File: src/rtl/loader_pkg.sv
// loader_pkg: shared types and widths for the instruction-memory boot loader.
package loader_pkg;
  localparam int WORD_W = 16;
  localparam int CSUM_W = 16;
  typedef enum logic [2:0] {HDR, DATA, CSUM, START, DONE, ERR} state_t;
endpackage

File: src/rtl/loader_csum_acc.sv
// loader_csum_acc: wrapping additive checksum accumulator with clear, add-enable and compare.
module loader_csum_acc
  import loader_pkg::*;
(
  input  logic              clk,
  input  logic              rst,
  input  logic              clr,
  input  logic              add,
  input  logic [CSUM_W-1:0] din,
  input  logic [CSUM_W-1:0] cmp,
  output logic              match
);
  logic [CSUM_W-1:0] sum;
  always_ff @(posedge clk or negedge rst) begin
    if (!rst) sum <= '0;
    else if (clr) sum <= '0;
    else if (add) sum <= sum + din;
  end
  assign match = sum == cmp;
endmodule

File: src/rtl/imem_boot_loader.sv
// imem_boot_loader: receives a framed image over a valid/ready stream, writes it to instruction
// memory, verifies the checksum and releases the core with a one-cycle start pulse.
module imem_boot_loader
  import loader_pkg::*;
#(
  parameter int ADDR_W    = 20,
  parameter int BASE_ADDR = 0,
  parameter int MAX_WORDS = 4096
) (
  input  logic              clk,
  input  logic              rst,
  input  logic              in_valid,
  input  logic [WORD_W-1:0] in_data,
  output logic              in_ready,
  input  logic              reload,
  output logic              imem_we,
  output logic [ADDR_W-1:0] imem_addr,
  output logic [WORD_W-1:0] imem_wdata,
  output logic              start,
  output logic              busy,
  output logic              load_done,
  output logic              load_error,
  output logic [15:0]       words_written
);
  state_t state, state_nx;
  logic [15:0] count, n_len, cnt_nx;
  logic xfer, acc, clr, csum_ok;
  assign xfer   = in_valid && in_ready;
  assign acc    = xfer && state == DATA;
  assign cnt_nx = count + 16'd1;
  assign clr    = (state == DONE || state == ERR) && reload;

  loader_csum_acc u_csum (
    .clk  (clk),
    .rst  (rst),
    .clr  (clr),
    .add  (acc),
    .din  (in_data),
    .cmp  (in_data),
    .match(csum_ok)
  );

  always_comb begin
    state_nx = state;
    case (state)
      HDR:       if (xfer) state_nx = in_data == '0 ? CSUM : 32'(in_data) > 32'(MAX_WORDS) ? ERR : DATA;
      DATA:      if (acc && cnt_nx == n_len) state_nx = CSUM;
      CSUM:      if (xfer) state_nx = csum_ok ? START : ERR;
      START:     state_nx = DONE;
      DONE, ERR: if (reload) state_nx = HDR;
      default:   state_nx = HDR;
    endcase
  end

  // Status outputs are registered from the next state so they line up with the state they describe.
  always_ff @(posedge clk or negedge rst) begin
    if (!rst) begin
      state         <= HDR;
      in_ready      <= 1'b0;
      imem_we       <= 1'b0;
      imem_addr     <= '0;
      imem_wdata    <= '0;
      start         <= 1'b0;
      busy          <= 1'b0;
      load_done     <= 1'b0;
      load_error    <= 1'b0;
      words_written <= '0;
      count         <= '0;
      n_len         <= '0;
    end else begin
      state      <= state_nx;
      in_ready   <= state_nx inside {HDR, DATA, CSUM};
      busy       <= state_nx inside {DATA, CSUM};
      start      <= state_nx == START;
      load_done  <= state_nx == DONE;
      load_error <= state_nx == ERR;
      imem_we    <= acc;
      if (acc) begin
        imem_addr     <= ADDR_W'(BASE_ADDR) + ADDR_W'(count);
        imem_wdata    <= in_data;
        count         <= cnt_nx;
        words_written <= cnt_nx;
      end else if (clr) begin
        count         <= '0;
        words_written <= '0;
      end
      if (state == HDR && xfer) n_len <= in_data;
    end
  end
endmodule

File: config.mk
export PLATFORM = sky130hd
export DESIGN_NAME = imem_boot_loader
export DESIGN_NICKNAME = d
export VERILOG_FILES = /design/src/rtl/loader_pkg.sv /design/src/rtl/loader_csum_acc.sv /design/src/rtl/imem_boot_loader.sv
export SDC_FILE = /design/constraint.sdc
export NUM_CORES = 1
export LEC_CHECK = 0
export ABC_CLOCK_PERIOD_IN_PS = 6900
export CAP_MARGIN = 20
export CELL_PAD_IN_SITES_DETAIL_PLACEMENT = 1
export CELL_PAD_IN_SITES_GLOBAL_PLACEMENT = 1
export CORE_ASPECT_RATIO = 0.75
export CORE_MARGIN = 5
export CORE_UTILIZATION = 44
export DETAILED_ROUTE_END_ITERATION = 16
export GPL_ROUTABILITY_DRIVEN = 0
export PLACE_DENSITY_LB_ADDON = 0.25
export SLEW_MARGIN = 20
export SYNTH_ARGS = -nofsm -noshare
export SYNTH_HDL_FRONTEND = slang
export SYNTH_SLANG_ARGS = --single-unit
File: constraint.sdc
create_clock -name clk -period 6.9 [get_ports clk]
set_clock_uncertainty 0.1 [all_clocks]
set_input_delay 0.69 -clock clk [delete_from_list [all_inputs] [get_ports clk]]
set_output_delay 0.69 -clock clk [all_outputs]
set_load 0.005 [all_outputs]
==> run_results.csv, run 1 <==
group,metric,value,unit
run_status,outcome,"finished clean",
final_layout,diodes,0,
routing,maxUsedRoutingLayer,"met4",
sta,hold_viol_final,0,
clocking,cts_resized,0,
clocking,cts-buffers-inserted,9,
place,dpl.hpwl,9.72,mm
place,dp.cells,716,
sta,rsz0062_at_grt,"false",
sta,worst_slew_pin_slew,875,ps
sta,report.final.slew_viol_count,0,
die,start_util,44.9,%
setup_path,timing.rr.start,"state[1]",
sta,min_period,3250,ps
clocking,clk_latency,350,ps
setup_path,cp.arrival,3380,ps
synthesis,synth_flop_cell,"dfrtp_1",
synthesis,syn_area,0.00489,mm²
routing,route.met3.wl,817,µm
die,die_height,101,µm
final_layout,final_nets,624,
clocking,clock-sinks,89,
die,dieWidth,132,µm
routing,ant_nets,0,
final_layout,instances_no_fill,732,
global_routing,grt.total_usage,21.2,%
routing,met2WireLength,6.34,mm
die,io_pins,78,
setup_path,critPathLaunch,"in_data[2]",
final_layout,drive_gt1_share,8.95,%
die,die_area,0.0134,mm²
synthesis,syn_area_per_cell,9.31,µm²
synthesis,ys_seq_area_share,45.5,%
global_routing,grt_max_degree,70,
setup_path,cp.required,7020,ps
final_layout,stdcell_area,0.00603,mm²
place,placed_cell_area,0.00571,mm²
sta,fin_tns_setup,0,ps
die,row_count,33,
run,cap_violations,0,
final_layout,multi_input_area,0.00251,mm²
synthesis,yosysUniqueCellTypes,58,
synthesis,yosys_warnings,0,
routing,drtIter0Drc,228,
routing,routed_via_density,5.64,
sta,fmax,0.307,GHz
setup_path,cp_max_fo,5,
routing,remaining_drc_errors,0,
clocking,cts_tree,"yes",
place,portBuffers,73,
power,vdd_drop_max,260,µV
clocking,cts-root-buf,"clkbuf_16",
synthesis,synth_edf_count,0,
global_routing,grt_pass1_wl,22.8,mm
sta,relSlewSlack,41.7,%
clocking,ctsHoldBuffers,0,
power,p_leak,2.72,nW
clocking,htree_levels,3,
routing,dr.pass1.iters,4,
routing,vias,4132,
global_routing,grt-ovfl-total,0,
final_layout,regArea,0.00223,mm²
power,p_per_area,386,mW/mm²
sta,min_period_over_period,47.1,%
global_routing,grt_pass1_vias,4448,
hold_path,hold_class,"input port to async pin",
routing,wl,13.7,mm
global_routing,antenna_found_initial,0,
clocking,clock_path_buffers,2,
setup_path,worstSetupPathType,"input port to register",
power,p_total,0.00233,W
synthesis,synth_cells,526,
setup_path,start_kind,"input port",
final_layout,fill_cells,1235,
clocking,post_cts_buffers,0,
sta,finalSetupViolCount,0,
synthesis,ys_ff_latch,89,
routing,wl_met1,6.30,mm
routing,wl_per_cell,18.7,µm
final_layout,syn2layout_area_growth,23.3,%
clocking,path_clk_slew,70,ps
die,fp.coreArea,0.0109,mm²
synthesis,async_flop_share,100,%
setup_path,crit_path_end_kind,"register",
[worst max-delay path, stage by stage]
cell and delay (ps):
clkdlybuf4s50_1 500, ha_1 420, o21ai_0 110, o21a_1 210
o32ai_1 420, o21ai_0 220, o21ai_0 470, mux2i_1 240
a22oi_1 100
[layout by cell type, fill, tap and decap left out, drive strengths merged, types with 4 or more instances in the layout]
cell	count
and3	5
nor3	10
xor2	9
nor2	27
xnor2	25
o21ai	41
clkdlybuf4s50	72
mux2	15
a21oi	13
conb	4
mux2i	4
or3	6
nor4	13
and2	7
nand3	12
and4	4
buf	6
a31oi	4
clkbuf	9
a21o	4
nand4	7
inv	10
nand2	125
ha	16
o31ai	6
dfrtp	89
a22o	7
[state kept, by name, indices dropped and copies added, names as in the netlist]
| signal | flops |
|---|---|
| imem_addr | 16 |
| in_ready | 1 |
| state | 3 |
| start | 1 |
| busy | 1 |
| imem_wdata | 16 |
| u_csum.sum | 16 |
| load_done | 1 |
| count | 16 |
| imem_we | 1 |
| n_len | 16 |
| load_error | 1 |
[cell families after synthesis]
| kind of cell | synth area share [%] |
|---|---|
| other | 0.0766 |
| XOR/XNOR | 6.08 |
| AND/OR/NAND/NOR | 22.5 |
| buffers and inverters | 3.66 |
| adder cells (fa/ha/maj) | 4.50 |
| AO/OA/AOI/OAI | 13.4 |
| flip-flops | 45.5 |
| multiplexers | 4.27 |
[power breakdown]
| group | internal, W | switching (W) | total, W |
|---|---|---|---|
| clock | 0.000321 | 0.000222 | 0.000543 |
| sequential | 0.000686 | 0.000129 | 0.000815 |
| combinational | 0.000457 | 0.000513 | 0.000970 |
[through the flow]
stage	utilization (%)	setup slack (ps)	hold WS [ps]
floorplan	-	4190	294
global placement	52.4	3430	358
detailed placement	52.4	3320	363
CTS	55.4	3670	111
global route	55.4	3510	124
finish	55.4	3650	111
[synthesized netlist by cell type, types with 2 or more instances]
master | n | area [µm²]
a211oi_1 | 2 | 15.0
nand4_1 | 5 | 31.3
nand3_1 | 11 | 55.1
mux2_2 | 15 | 169
a21o_1 | 4 | 30.0
buf_1 | 3 | 11.3
a22o_1 | 7 | 61.3
o21bai_1 | 2 | 15.0
inv_1 | 7 | 26.3
mux2i_1 | 4 | 40.0
nor4_1 | 9 | 56.3
xnor2_1 | 25 | 219
a2111oi_2 | 2 | 30.0
buf_4 | 4 | 30.0
o31ai_1 | 6 | 45.0
clkbuf_1 | 15 | 56.3
dfrtp_1 | 89 | 2230
nand2_1 | 125 | 469
nor4_2 | 2 | 25.0
and3_1 | 5 | 31.3
o32ai_1 | 2 | 17.5
nand2b_1 | 3 | 18.8
and2_1 | 7 | 43.8
o21ai_0 | 41 | 205
and4_1 | 4 | 35.0
o21a_1 | 2 | 15.0
or3_1 | 6 | 37.5
xor2_1 | 9 | 78.8
nor4_4 | 2 | 42.5
ha_1 | 16 | 200
a21oi_1 | 13 | 65.1
nor3_1 | 10 | 50.1
nor2_1 | 27 | 101
nor2b_1 | 2 | 12.5
a311oi_1 | 2 | 17.5
o2111ai_1 | 3 | 26.3
a31oi_1 | 4 | 25.0
nor3b_1 | 2 | 15.0
buf_2 | 8 | 40.0
o211ai_1 | 2 | 15.0
a22oi_1 | 2 | 15.0
[area by class of cell]
class / instances / area share (%)
Sequential cell: 89 / 36.9
Inverter: 8 / 0.498
Multi-Input combinational cell: 401 / 41.6
Timing Repair Buffer: 78 / 12.7
Clock buffer: 9 / 3.73
Clock inverter: 7 / 1.66
Tap cell: 140 / 2.90
[layer usage]
metal  up-vias  GRT usage (%)
met4         0           6.17
li1       1946              -
met2        94           34.8
met1      2071           28.0
met3        21           5.56
met5         -              0
[worst paths after layout]
path                            slack [ps]  cells after the start        endpoint
worst min register to register         380                      2    imem_addr[0]
worst max register to register        3760                     11  u_csum.sum[14]
min in group clk                       380                      2    imem_addr[0]
worst max-delay path                  3650                      9  u_csum.sum[15]
max in group asynchronous             5410                      2        state[2]
worst min-delay path                   110                      1  imem_wdata[11]
No activity file was read; power rests on OpenSTA's default activity.
==> run 2, diff against run 1 <==
--- a/config.mk
+++ b/config.mk
@@ -5,13 +5,13 @@
 export SDC_FILE = /design/constraint.sdc
 export NUM_CORES = 1
 export LEC_CHECK = 0
-export ABC_CLOCK_PERIOD_IN_PS = 6900
+export ABC_CLOCK_PERIOD_IN_PS = 2610
 export CAP_MARGIN = 20
 export CELL_PAD_IN_SITES_DETAIL_PLACEMENT = 1
 export CELL_PAD_IN_SITES_GLOBAL_PLACEMENT = 1
 export CORE_ASPECT_RATIO = 0.75
 export CORE_MARGIN = 5
-export CORE_UTILIZATION = 44
+export CORE_UTILIZATION = 37
 export DETAILED_ROUTE_END_ITERATION = 16
 export GPL_ROUTABILITY_DRIVEN = 0
 export PLACE_DENSITY_LB_ADDON = 0.25
==> constraint.sdc (replaced) <==
create_clock -name clk -period 2.61 [get_ports clk]
set_clock_uncertainty 0.1 [all_clocks]
set_input_delay 0.261 -clock clk [delete_from_list [all_inputs] [get_ports clk]]
set_output_delay 0.261 -clock clk [all_outputs]
set_load 0.005 [all_outputs]
==> run 2 against run 1 <==
Against the previous run: count of clock-buffer cells in the layout is the same; first-iteration DRC count fell by 8.3%; clock power rose to 2.9 times the previous value.
==> run_results.csv, run 2 (same netlist as run 1, synthesis figures left out) <==
group,metric,value,unit
sta,min_period_over_period,95.2,%
hold_path,hold_path_depth,3,
final_layout,drive_gt1_share,20.0,%
clocking,cts-buffers-inserted,9,
clocking,path_clk_slew,70,ps
place,dpl.hpwl,11.3,mm
setup_path,cp_max_fo,7,
hold_path,hold_class,"input port to register",
die,start_util,37.7,%
setup_path,timing.rr.start,"count[4]",
sta,min_period,2480,ps
clocking,htree_levels,3,
place,portBuffers,73,
clocking,clock-sinks,89,
global_routing,grt.total_usage,20.8,%
setup_path,setup.worst_path.end,"busy",
setup_path,cp.arrival,2650,ps
setup_path,cp.required,2770,ps
clocking,clock_path_buffers,2,
die,die_height,110,µm
setup_path,crit_path_end_kind,"register",
clocking,clk_latency,360,ps
final_layout,layout_commonest_cell,"nand2_1",
routing,remaining_drc_errors,0,
global_routing,antenna_found_initial,0,
sta,worst_slew_pin_slew,582,ps
clocking,cts_tree,"yes",
final_layout,fin_util,51.8,%
run_status,outcome,"finished clean",
place,pre_cts_slack,-355,ps
global_routing,grt-ovfl-total,0,
die,dieWidth,143,µm
global_routing,grt_pass1_wl,25.5,mm
sta,report.final.slew_viol_count,0,
routing,wl,15.3,mm
power,vdd_drop_max,483,µV
routing,dr.pass1.iters,4,
global_routing,grt_max_degree,41,
clocking,cts-root-buf,"clkbuf_16",
setup_path,worstSetupPathType,"register to register",
final_layout,syn2layout_area_growth,37.3,%
routing,drtIter0Drc,209,
die,fp.coreArea,0.0130,mm²
setup_path,critPathLaunch,"count[4]",
sta,setup_ws,126,ps
routing,vias,4416,
power,p_per_area,987,mW/mm²
routing,routed_via_density,5.32,
routing,wl_per_cell,18.5,µm
die,row_count,36,
run,cap_violations,0,
sta,finalSetupViolCount,0,
sta,holdWs,183,ps
final_layout,layout_common_cells,"125 x nand2_1, 85 x dfrtp_1, 70 x clkdlybuf4s50_1, 70 x buf_4, 39 x o21ai_0",
setup_path,reg2reg_to,"busy",
setup_path,reg2reg_slack,130,ps
setup_path,start_kind,"register",
die,io_pins,78,
die,die_area,0.0157,mm²
final_layout,diodes,0,
sta,fmax,0.403,GHz
sta,hold_viol_final,0,
sta,relSlewSlack,61.2,%
final_layout,final_nets,691,
routing,ant_nets,0,
setup_path,reg2regPathDepth,7,
power,p_leak,3.09,nW
global_routing,grt_pass1_vias,4894,
## run 2: what timing repair did
item                                    in CTS  in global routing
hold endpoints to repair                    38                  0
setup buffers                                0                  3
cloned                                       0                  0
resized for setup                            4                 18
hold buffers                                 1                  0
pin swaps                                    3                  8
endpoints found under the setup margin       1                 10
## run 2: layer usage
metal  GRT usage, %  wire (µm)  vias up
li1               -          -     2087
met1           28.5       7300     2237
met2           33.8       7150       77
met3           3.91        686       15
met4           5.90        192        0
met5              0          0        -
## run 2: stage by stage
step                TNS [ps]  total power, W  cells  cell area (µm²)
floorplan                  0         0.00374    529             4910
global placement       -1960         0.00490    810             6250
detailed placement     -2830         0.00505    810             6250
CTS                        0         0.00665    827             6630
global route           -29.7         0.00709    830             6720
finish                     0         0.00664    830             6720
## run 2: worst max-delay path, stage by stage (launching register included)
cell	delay, ps
dfrtp_1	450
nand4_4	240
nor4_4	330
xnor2_1	160
a2111oi_2	360
nand4_1	230
a21o_1	300
a211oi_2	210
## run 2: worst min path at each step
stage | end | startpoint
after floorplan | busy | rst
after CTS | n_len[0] | rst
after detailed placement | n_len[1] | rst
after global placement | imem_wdata[1] | rst
after global routing | imem_wdata[1] | in_data[1]
final | imem_wdata[1] | in_data[1]
## run 2: where the power goes
| group | switching [W] | leakage, nW | internal, W |
|---|---|---|---|
| logic | 0.00152 | 1.78 | 0.00146 |
| clock network | 0.000602 | 0.167 | 0.000945 |
| registers | 0.000290 | 1.15 | 0.00182 |
| total | 0.00241 | 3.09 | 0.00422 |
## run 2: layout make-up
type	count	area, µm²
Inverter	8	30.0
Fill cell	1487	6250
Timing Repair Buffer	145	1300
Clock inverter	7	124
Sequential cell	89	2230
Tap cell	171	214
Clock buffer	9	225
Multi-Input combinational cell	401	2590
